## config.mk

```make
export PLATFORM = sky130hd
export DESIGN_NAME = pmod_debounce
export DESIGN_NICKNAME = d
export VERILOG_FILES = /design/src/rtl/pmod_pkg.sv /design/src/rtl/pmod_debounce_bit.sv /design/src/rtl/pmod_debounce.sv
export SDC_FILE = /design/constraint.sdc
export NUM_CORES = 1
export LEC_CHECK = 0
export ABC_AREA = 0
export ABC_CLOCK_PERIOD_IN_PS = 4000
export BUFFER_PORTS_ARGS = -buffer_cell sky130_fd_sc_hd__buf_2
export CELL_PAD_IN_SITES_DETAIL_PLACEMENT = 1
export CELL_PAD_IN_SITES_GLOBAL_PLACEMENT = 2
export CORE_ASPECT_RATIO = 0.75
export CORE_UTILIZATION = 35
export CTS_CLUSTER_SIZE = 14
export DETAILED_ROUTE_END_ITERATION = 8
export PLACE_DENSITY = 0.68
export SLEW_MARGIN = 0
export SYNTH_ARGS = -nofsm -noshare
export SYNTH_HDL_FRONTEND = slang
export SYNTH_SLANG_ARGS = --single-unit
```

## constraint.sdc

```tcl
create_clock -name CLK_48 -period 4 [get_ports CLK_48]
set_input_delay 0.6 -clock CLK_48 [delete_from_list [all_inputs] [get_ports CLK_48]]
set_output_delay 0.6 -clock CLK_48 [all_outputs]
set_load 0.02 [all_outputs]
```

## src/rtl/pmod_pkg.sv

```systemverilog
// Shared defaults and sizing helper for the PMOD input debouncer.
package pmod_pkg;

    localparam int PMOD_WIDTH        = 8;
    localparam int PMOD_TICK_DIV     = 4800;
    localparam int PMOD_STABLE_TICKS = 50;

    // Bits needed to hold values 0..max_count.
    function automatic int cnt_width(input int max_count);
        return (max_count < 1) ? 1 : $clog2(max_count + 1);
    endfunction

endpackage

```

## src/rtl/pmod_debounce_bit.sv

```systemverilog
// One PMOD pin: 2-flop synchronizer, tick-qualified disagreement counter,
// debounced level and registered rise/fall pulses.
module pmod_debounce_bit
    import pmod_pkg::*;
#(
    parameter int STABLE_TICKS = PMOD_STABLE_TICKS
) (
    input  logic CLK_48,
    input  logic RST_N,
    input  logic pin,
    input  logic tick,
    output logic stable,
    output logic rise,
    output logic fall
);

    localparam int              CW       = cnt_width(STABLE_TICKS);
    localparam logic [CW-1:0]   CNT_LAST = CW'(STABLE_TICKS - 1);

    logic          meta;
    logic          sync;
    logic          stable_d;
    logic [CW-1:0] cnt;

    // NOTE: every flop, synchronizer included, clears asynchronously so a
    // reset mid-count discards any partially qualified level.
    always_ff @(posedge CLK_48 or negedge RST_N) begin
        if (!RST_N) begin
            meta     <= 1'b0;
            sync     <= 1'b0;
            stable   <= 1'b0;
            stable_d <= 1'b0;
            rise     <= 1'b0;
            fall     <= 1'b0;
            cnt      <= '0;
        end else begin
            // NOTE: non-blocking assignments keep meta->sync a true two-stage
            // shift and let rise/fall see the previous stable value.
            meta     <= pin;
            sync     <= meta;
            stable_d <= stable;
            rise     <= stable & ~stable_d;
            fall     <= ~stable & stable_d;

            if (sync == stable) begin
                cnt <= '0;
            end else if (tick) begin
                // The final qualifying tick accepts the level instead of counting.
                if (cnt == CNT_LAST) begin
                    stable <= sync;
                    cnt    <= '0;
                end else begin
                    cnt <= cnt + 1'b1;
                end
            end
        end
    end

endmodule

```

## src/rtl/pmod_debounce.sv

```systemverilog
// PMOD input debouncer: shared 100 us prescaler plus WIDTH per-pin debouncers.
// Define PMOD_DEBOUNCE_EVENT_EN to add sticky edge flags (evt/evt_clr) and irq.
module pmod_debounce
    import pmod_pkg::*;
#(
    parameter int WIDTH        = PMOD_WIDTH,
    parameter int TICK_DIV     = PMOD_TICK_DIV,
    parameter int STABLE_TICKS = PMOD_STABLE_TICKS
) (
    input  logic             CLK_48,
    input  logic             RST_N,
    input  logic [WIDTH-1:0] pmod_in,
    output logic [WIDTH-1:0] stable,
    output logic [WIDTH-1:0] rise,
    output logic [WIDTH-1:0] fall
`ifdef PMOD_DEBOUNCE_EVENT_EN
    ,
    output logic [WIDTH-1:0] evt,
    input  logic [WIDTH-1:0] evt_clr,
    output logic             irq
`endif
);

    localparam int            PW       = cnt_width(TICK_DIV - 1);
    localparam logic [PW-1:0] DIV_LAST = PW'(TICK_DIV - 1);

    logic [PW-1:0] pre;
    logic          tick;

    assign tick = (pre == DIV_LAST);

    always_ff @(posedge CLK_48 or negedge RST_N) begin
        if (!RST_N) begin
            pre <= '0;
        end else if (tick) begin
            pre <= '0;
        end else begin
            pre <= pre + 1'b1;
        end
    end

    for (genvar i = 0; i < WIDTH; i++) begin : g_pin
        pmod_debounce_bit #(
            .STABLE_TICKS (STABLE_TICKS)
        ) u_bit (
            .CLK_48 (CLK_48),
            .RST_N  (RST_N),
            .pin    (pmod_in[i]),
            .tick   (tick),
            .stable (stable[i]),
            .rise   (rise[i]),
            .fall   (fall[i])
        );
    end

`ifdef PMOD_DEBOUNCE_EVENT_EN
    // Set wins over a coincident clear; irq is registered from the same next value.
    logic [WIDTH-1:0] evt_next;

    assign evt_next = (evt & ~evt_clr) | rise | fall;

    always_ff @(posedge CLK_48 or negedge RST_N) begin
        if (!RST_N) begin
            evt <= '0;
            irq <= 1'b0;
        end else begin
            evt <= evt_next;
            irq <= |evt_next;
        end
    end
`endif

endmodule
```

==> reports/qor.yml, run 1 <==
synth_simple_gate_area_share_pct: 21.0
drt_pass1_iterations: 4
gp_congestion: 0.783
crit_chain: "nand4bb_1, or4_4, or4_1, a21oi_1"
hpwl_um: 6650
cts_resized: 0
synthCells: 484
die_h_um: 106
status: "complete, no violations"
drv_slew: 0
hold_violations: 0
end_kind: "flop"
layout_min_cycle_time_ns: 2.43
vias: 3578
n_antenna_cell: 0
cts_setup_buffers: 0
synth-edff-count: 0
muxShareOfSynthArea_pct: 0.671
first_global_vias: 3727
grt-ovfl-total: 0
hold_class: "reg2reg"
max_cap_viol_count: 0
crit_start: "pre[8]$_DFF_PN0_"
dr.first_iter.drc_count: 77
fin_crit_sh_pct: 60.7
start_util_pct: 36.3
netlist_area_mm2: 0.00504
place_ws_ns: 1.59
postSynthAreaPerCell_um2: 10.4
p_switching_mw: 0.448
drive_gt1_share_pct: 12.2
grt_max_degree: 73
io_pins: 34
clk_path_buf_depth: 2
p_sw_share_pct: 21.8
yosysWarnings: 0
hold_start: "g_pin[7].u_bit.meta$_DFF_PN0_"
maxSlewHeadroom_pct: 44.6
yosys.cell_count.top_type: "dfrtp_1"
fin_worst_skew_ns: 0.00841
powerDensity_mw_per_mm2: 371
p_int_mw: 1.61
clk_pin_slew_ns: 0.07
synth_compound_area_share_pct: 10.5
synth.top_cells.by_count: "dfrtp_1, nand2_1, a21oi_1"
power.leakage_nw: 2.47
cts_buffers: 9
fmax_mhz: 412
critical_path.max_stage_delay_ns: 0.85
setup_slack_ns: 1.57
r2r_start: "pre[8]$_DFF_PN0_"
hold_buffers: 0
cts_tree: "built"
yosys_register_bits: 109
antenna_found_initial: 0
syn_nets: 511
cts_root_buf: "clkbuf_16"
synth_cell_type_count: 40
synth_top_family_by_area: "simple AND/OR/NAND/NOR gates"
syn_to_final_growth_pct: 9.84
setup-violations-final: 0
synth_top_area_share_pct: 54.2
dieArea_mm2: 0.0149
ys.flop_type: "dfrtp_1"
worst_pin_slew_ns: 0.830
peakVddDrop_mv: 0.202
clkLatencyLatePin_ns: 0.34
synthTopCellsByArea: "dfrtp_1, ha_1, buf_4, a21oi_1, o21ai_0"
clockPowerShare_pct: 43.6
worstPathRequired_ns: 4.27
rows: 37
numPortBuffers: 33
p_seq_share_pct: 54.2
die_w_um: 141
finalSetupTns_ns: 0
rsz0062_at_grt: "false"
drt_wl_total_um: 10100
startpoint_type: "flop"
synth_xor_area_share_pct: 3.65
fin_nets: 521
p_comb_share_pct: 2.1
grt_use_total_pct: 15.0
synth_seq_area_share_pct: 54.2
path_class: "reg2reg"
core-area_mm2: 0.0139
ys_async_sr_fraction_pct: 100
cts_sinks: 109
htreeDepth: 3
grt_pass1_wl_um: 17700
critical_path_arrival_ns: 2.70
synth_area_leader_cell: "dfrtp_1"
antenna_left: 0
cp_max_fo: 72
slowest_stage: "or4_4"
post-route-drc-count: 0
synth_adder_area_share_pct: 4.22
viasPerCell: 5.31
wire_per_inst_um: 15.0
sequential cells by signal, indices dropped and copies added (netlist names):
name and flops:
g_pin.u_bit.fall 8, g_pin.u_bit.rise 8, g_pin.u_bit.meta 8, g_pin.u_bit.stable_d 8
g_pin.u_bit.stable 8, pre 13, g_pin.u_bit.cnt 48, g_pin.u_bit.sync 8
final timing paths:
path                       slack, ns  cells after the start                           endpoint
setup / recovery                1.57                      4  g_pin[1].u_bit.cnt[3]$_DFFE_PN0P_
hold / removal                  0.35                      0      g_pin[7].u_bit.sync$_DFF_PN0_
setup reg to reg                1.57                      4  g_pin[1].u_bit.cnt[3]$_DFFE_PN0P_
hold reg to reg                 0.35                      0      g_pin[7].u_bit.sync$_DFF_PN0_
max in group asynchronous       2.90                      2  g_pin[3].u_bit.cnt[0]$_DFFE_PN0P_
min in group asynchronous       0.36                      1      g_pin[7].u_bit.fall$_DFF_PN0_
power groups by stage:
| stage | clock network, mW | logic (mW) | registers [mW] |
|---|---|---|---|
| after floorplan | 0 | 0.0114 | 1.14 |
| after global placement | 0 | 0.0457 | 1.14 |
| after detailed placement | 0 | 0.0471 | 1.14 |
| after CTS | 0.934 | 0.0470 | 1.11 |
| after global routing | 0.973 | 0.0514 | 1.12 |
| final | 0.896 | 0.0439 | 1.11 |
worst max-delay path: cells and delay by family (launching register included):
family,cells,cell delay [ns]
simple gates,3,1.74
flops,1,0.44
compound gates,1,0.15
area by class of cell:
type	count	area, um2
Tap cell	175	219
Clock inverter	7	76.3
Timing Repair Buffer	35	208
Clock buffer	9	225
Multi-Input combinational cell	326	2030
Inverter	13	48.8
Sequential cell	109	2730
Fill cell	1537	8360
cells in the final DEF (no fill, tap or decap), types with 12 or more instances in the layout:
cell type,instances
dfrtp_1,109
nor2_1,27
xnor2_1,12
ha_1,17
nand2_1,43
o21ai_0,33
a21oi_1,35
nand3_1,29
inv_1,13
buf_2,32
or3_1,23
nor2b_1,18
metrics by stage:
step / cells / area (um2) / hold slack (ns) / util [%] / total power [mW]
after global routing: 674 / 5530 / 0.334 / 39.8 / 2.14
after floorplan: 484 / 5040 / 0.304 / - / 1.15
after detailed placement: 658 / 5230 / 0.336 / 37.7 / 1.18
after CTS: 674 / 5530 / 0.341 / 39.8 / 2.10
after global placement: 658 / 5230 / 0.335 / 37.7 / 1.18
final: 674 / 5530 / 0.352 / 39.8 / 2.05
cells by family (layout without fill, tap and decap cells):
group	Yosys count	after routing
adders and majority gates	17	17
muxes	3	3
and+or+nand+nor	195	195
buffers and inverters	49	64
xor gates and xnor gates	21	21
DFF	109	109
AOI/OAI and AO/OA	90	90
per-layer routing:
layer / GRT usage [%] / vias up / wire length (um)
met2: 25.8 / 26 / 4910
met4: 4.43 / 0 / 108
met5: 0 / - / 0
met1: 18.7 / 1828 / 4890
li1: - / 1716 / -
met3: 3.68 / 8 / 214
Power figures use the tool's default switching activity.
==> inputs of run 2 (changes only) <==
- ABC_CLOCK_PERIOD_IN_PS: 4000 -> 2000
- PLACE_DENSITY: 0.68 -> 0.71
- clock period: 4 -> 2 ns (I/O delays scaled with it)
==> run 2 against run 1 <==
Routed wire length increased by 6.9%. Non-clock buffer count increased by 38. Sequential cell count unchanged. Worst hold slack got worse by 0.30 ns. The run now ends with setup timing left. Clock skew decreased by 0.0020 ns. Sequential share of layout area decreased by 4.2 points. Cell count increased by 5.6%. First-iteration DRC count increased by 1.3%.
==> reports/qor.yml, run 2 (same netlist as run 1, synthesis figures left out) <==
rows: 37  # unchanged
worst_pin_slew_ns: 0.718  # -0.113 ns
worstPathRequired_ns: 2.27  # -2.00 ns
finalSetupTns_ns: -1.61  # -1.61 ns
path_class: "reg2reg"
critPathCapture: "g_pin[5].u_bit.cnt[3]$_DFFE_PN0P_"
cts_tree: "built"
die_h_um: 106  # unchanged
startpoint_type: "flop"
layout_commonest_cell: "dfrtp_1"
reg2reg_depth: 6  # +2
fillCellCount: 1537  # unchanged
path_depth: 6  # +2
r2r_start: "pre[8]$_DFF_PN0_"
peakVddDrop_mv: 0.351  # +74%
fin_worst_skew_ns: 0.00642  # -0.00199 ns
critPathTopFamily: "simple AND/OR/NAND/NOR gates"
r2r_slack_ns: -0.12  # -1.70 ns
dieArea_mm2: 0.0149  # unchanged
fin_util_pct: 43.5  # +3.7 points
rsz0062_at_grt: "true"
critical_path_arrival_ns: 2.39  # -0.31 ns
drv_slew: 0  # unchanged
grt_pass1_wl_um: 17900  # +1.1%
vias: 3723  # +4.1%
fin_cells: 712  # +5.6%
dr.first_iter.drc_count: 78  # +1.3%
cts_sinks: 109  # unchanged
htreeDepth: 3  # unchanged
first_global_vias: 3757  # +0.80%
layout_min_cycle_time_ns: 2.12  # -0.304 ns
antenna_found_initial: 0  # unchanged
n_antenna_cell: 0  # unchanged
clk_pin_slew_ns: 0.07  # about the same
largest_reg_flops: 48  # unchanged
fin_crit_sh_pct: 106  # +45 points
setup_slack_ns: -0.122  # -1.70 ns
top_regs: "g_pin.u_bit.cnt: 48 flops, pre: 13 flops"
crit_start: "pre[8]$_DFF_PN0_"
drive_gt1_share_pct: 23.8  # +12 points
dpl.cell_count: 688  # +4.6%
violations: "setup timing"
holdPathStages: 1  # +1
fin_area_mm2: 0.00604  # +9.3%
antenna_left: 0  # unchanged
slowest_stage: "or4_4"
die_w_um: 141  # unchanged
layout_common_cells: "dfrtp_1, nand2_1, buf_2, buf_4, nand3_1"
final-seq-area_mm2: 0.00273  # unchanged
gp_congestion: 0.774  # -1.1%
critical_path.max_stage_delay_ns: 0.62  # -0.23 ns
setup-violations-final: 22  # +22
grt_max_degree: 35  # -52%
end_kind: "flop"
cp_max_fo: 8  # -89%
wire_per_inst_um: 15.2  # +1.2%
reg2reg_to: "g_pin[5].u_bit.cnt[3]$_DFFE_PN0P_"
worst_hold_slack_ns: 0.0528  # -0.299 ns
drt_wl_total_um: 10800  # +6.9%
max_cap_viol_count: 0  # unchanged
drt_pass1_iterations: 4  # unchanged
maxSlewHeadroom_pct: 51.8  # +7.2 points
grt-ovfl-total: 0  # unchanged
crit_chain: "nand4bb_4, or4_4, buf_4, clkbuf_16, or3_1, a21oi_1"
fin_nets: 559  # +7.3%
numPortBuffers: 33  # unchanged
hold_class: "in2reg"
syn_to_final_growth_pct: 20.0
hold_violations: 0  # unchanged
multi_input_area_mm2: 0.00217  # +7.1%
viasPerCell: 5.23  # -1.5%
status: "finished with violations"
totalPowerFinal_mw: 4.02  # +95%
post-route-drc-count: 0  # unchanged
top_register: "g_pin.u_bit.cnt"
cts_buffers: 9  # unchanged
clkLatencyLatePin_ns: 0.35  # about the same
fmax_mhz: 471  # +14%
powerDensity_mw_per_mm2: 664  # +79%
start_util_pct: 36.3  # unchanged
place_ws_ns: -0.0967  # -1.68 ns
worstPathBufferInverterCount: 2  # +2
grt_use_total_pct: 15.2  # +0.18 points
place_area_mm2: 0.00551  # +5.3%
cts_root_buf: "clkbuf_16"
core-area_mm2: 0.0139  # unchanged
hpwl_um: 7090  # +6.6%
clk_path_buf_depth: 2  # unchanged
power.leakage_nw: 2.72  # +10%
io_pins: 34  # unchanged
## run 2: power breakdown
group	leakage (nW)	internal [mW]	switching (mW)
Clock	0.136	0.882	0.802
Combinational	1.11	0.0299	0.0723
Sequential	1.47	2.22	0.0103
## run 2: timing repair
item                       CTS  global route
pin swaps                    5            12
resized for setup            5            35
hold endpoints to repair    29             0
setup endpoints to repair   10            25
hold buffers                 1             0
buffers inserted             2             2
cloned                       1             2
## run 2: final cells by class
class                      instances  area share, %
inverter                          13          0.807
multi-input combinational        326           35.9
tap                              175           3.62
sequential                       109           45.1
clock buffer                      11           4.02
timing repair buffer              73           9.94
clock inverter                     5          0.580
## run 2: routing by layer
layer / vias to the layer above / part of all wire (%) / track usage, %
met5: - / 0 / 0
met4: 0 / 0.88 / 5.12
met3: 12 / 2.3 / 3.41
met2: 32 / 47 / 25.0
met1: 1889 / 50 / 19.8
li1: 1790 / - / -
## run 2: worst min path at each step
| stage | startpoint | to | slack (ns) |
|---|---|---|---|
| floorplan | RST_N | g_pin[0].u_bit.cnt[0]$_DFFE_PN0P_ | 0.004 |
| global placement | RST_N | g_pin[7].u_bit.fall$_DFF_PN0_ | 0.28 |
| detailed placement | RST_N | g_pin[7].u_bit.fall$_DFF_PN0_ | 0.28 |
| CTS | pmod_in[4] | g_pin[4].u_bit.meta$_DFF_PN0_ | 0.03 |
| global route | pmod_in[4] | g_pin[4].u_bit.meta$_DFF_PN0_ | 0.03 |
| finish | pmod_in[0] | g_pin[0].u_bit.meta$_DFF_PN0_ | 0.05 |
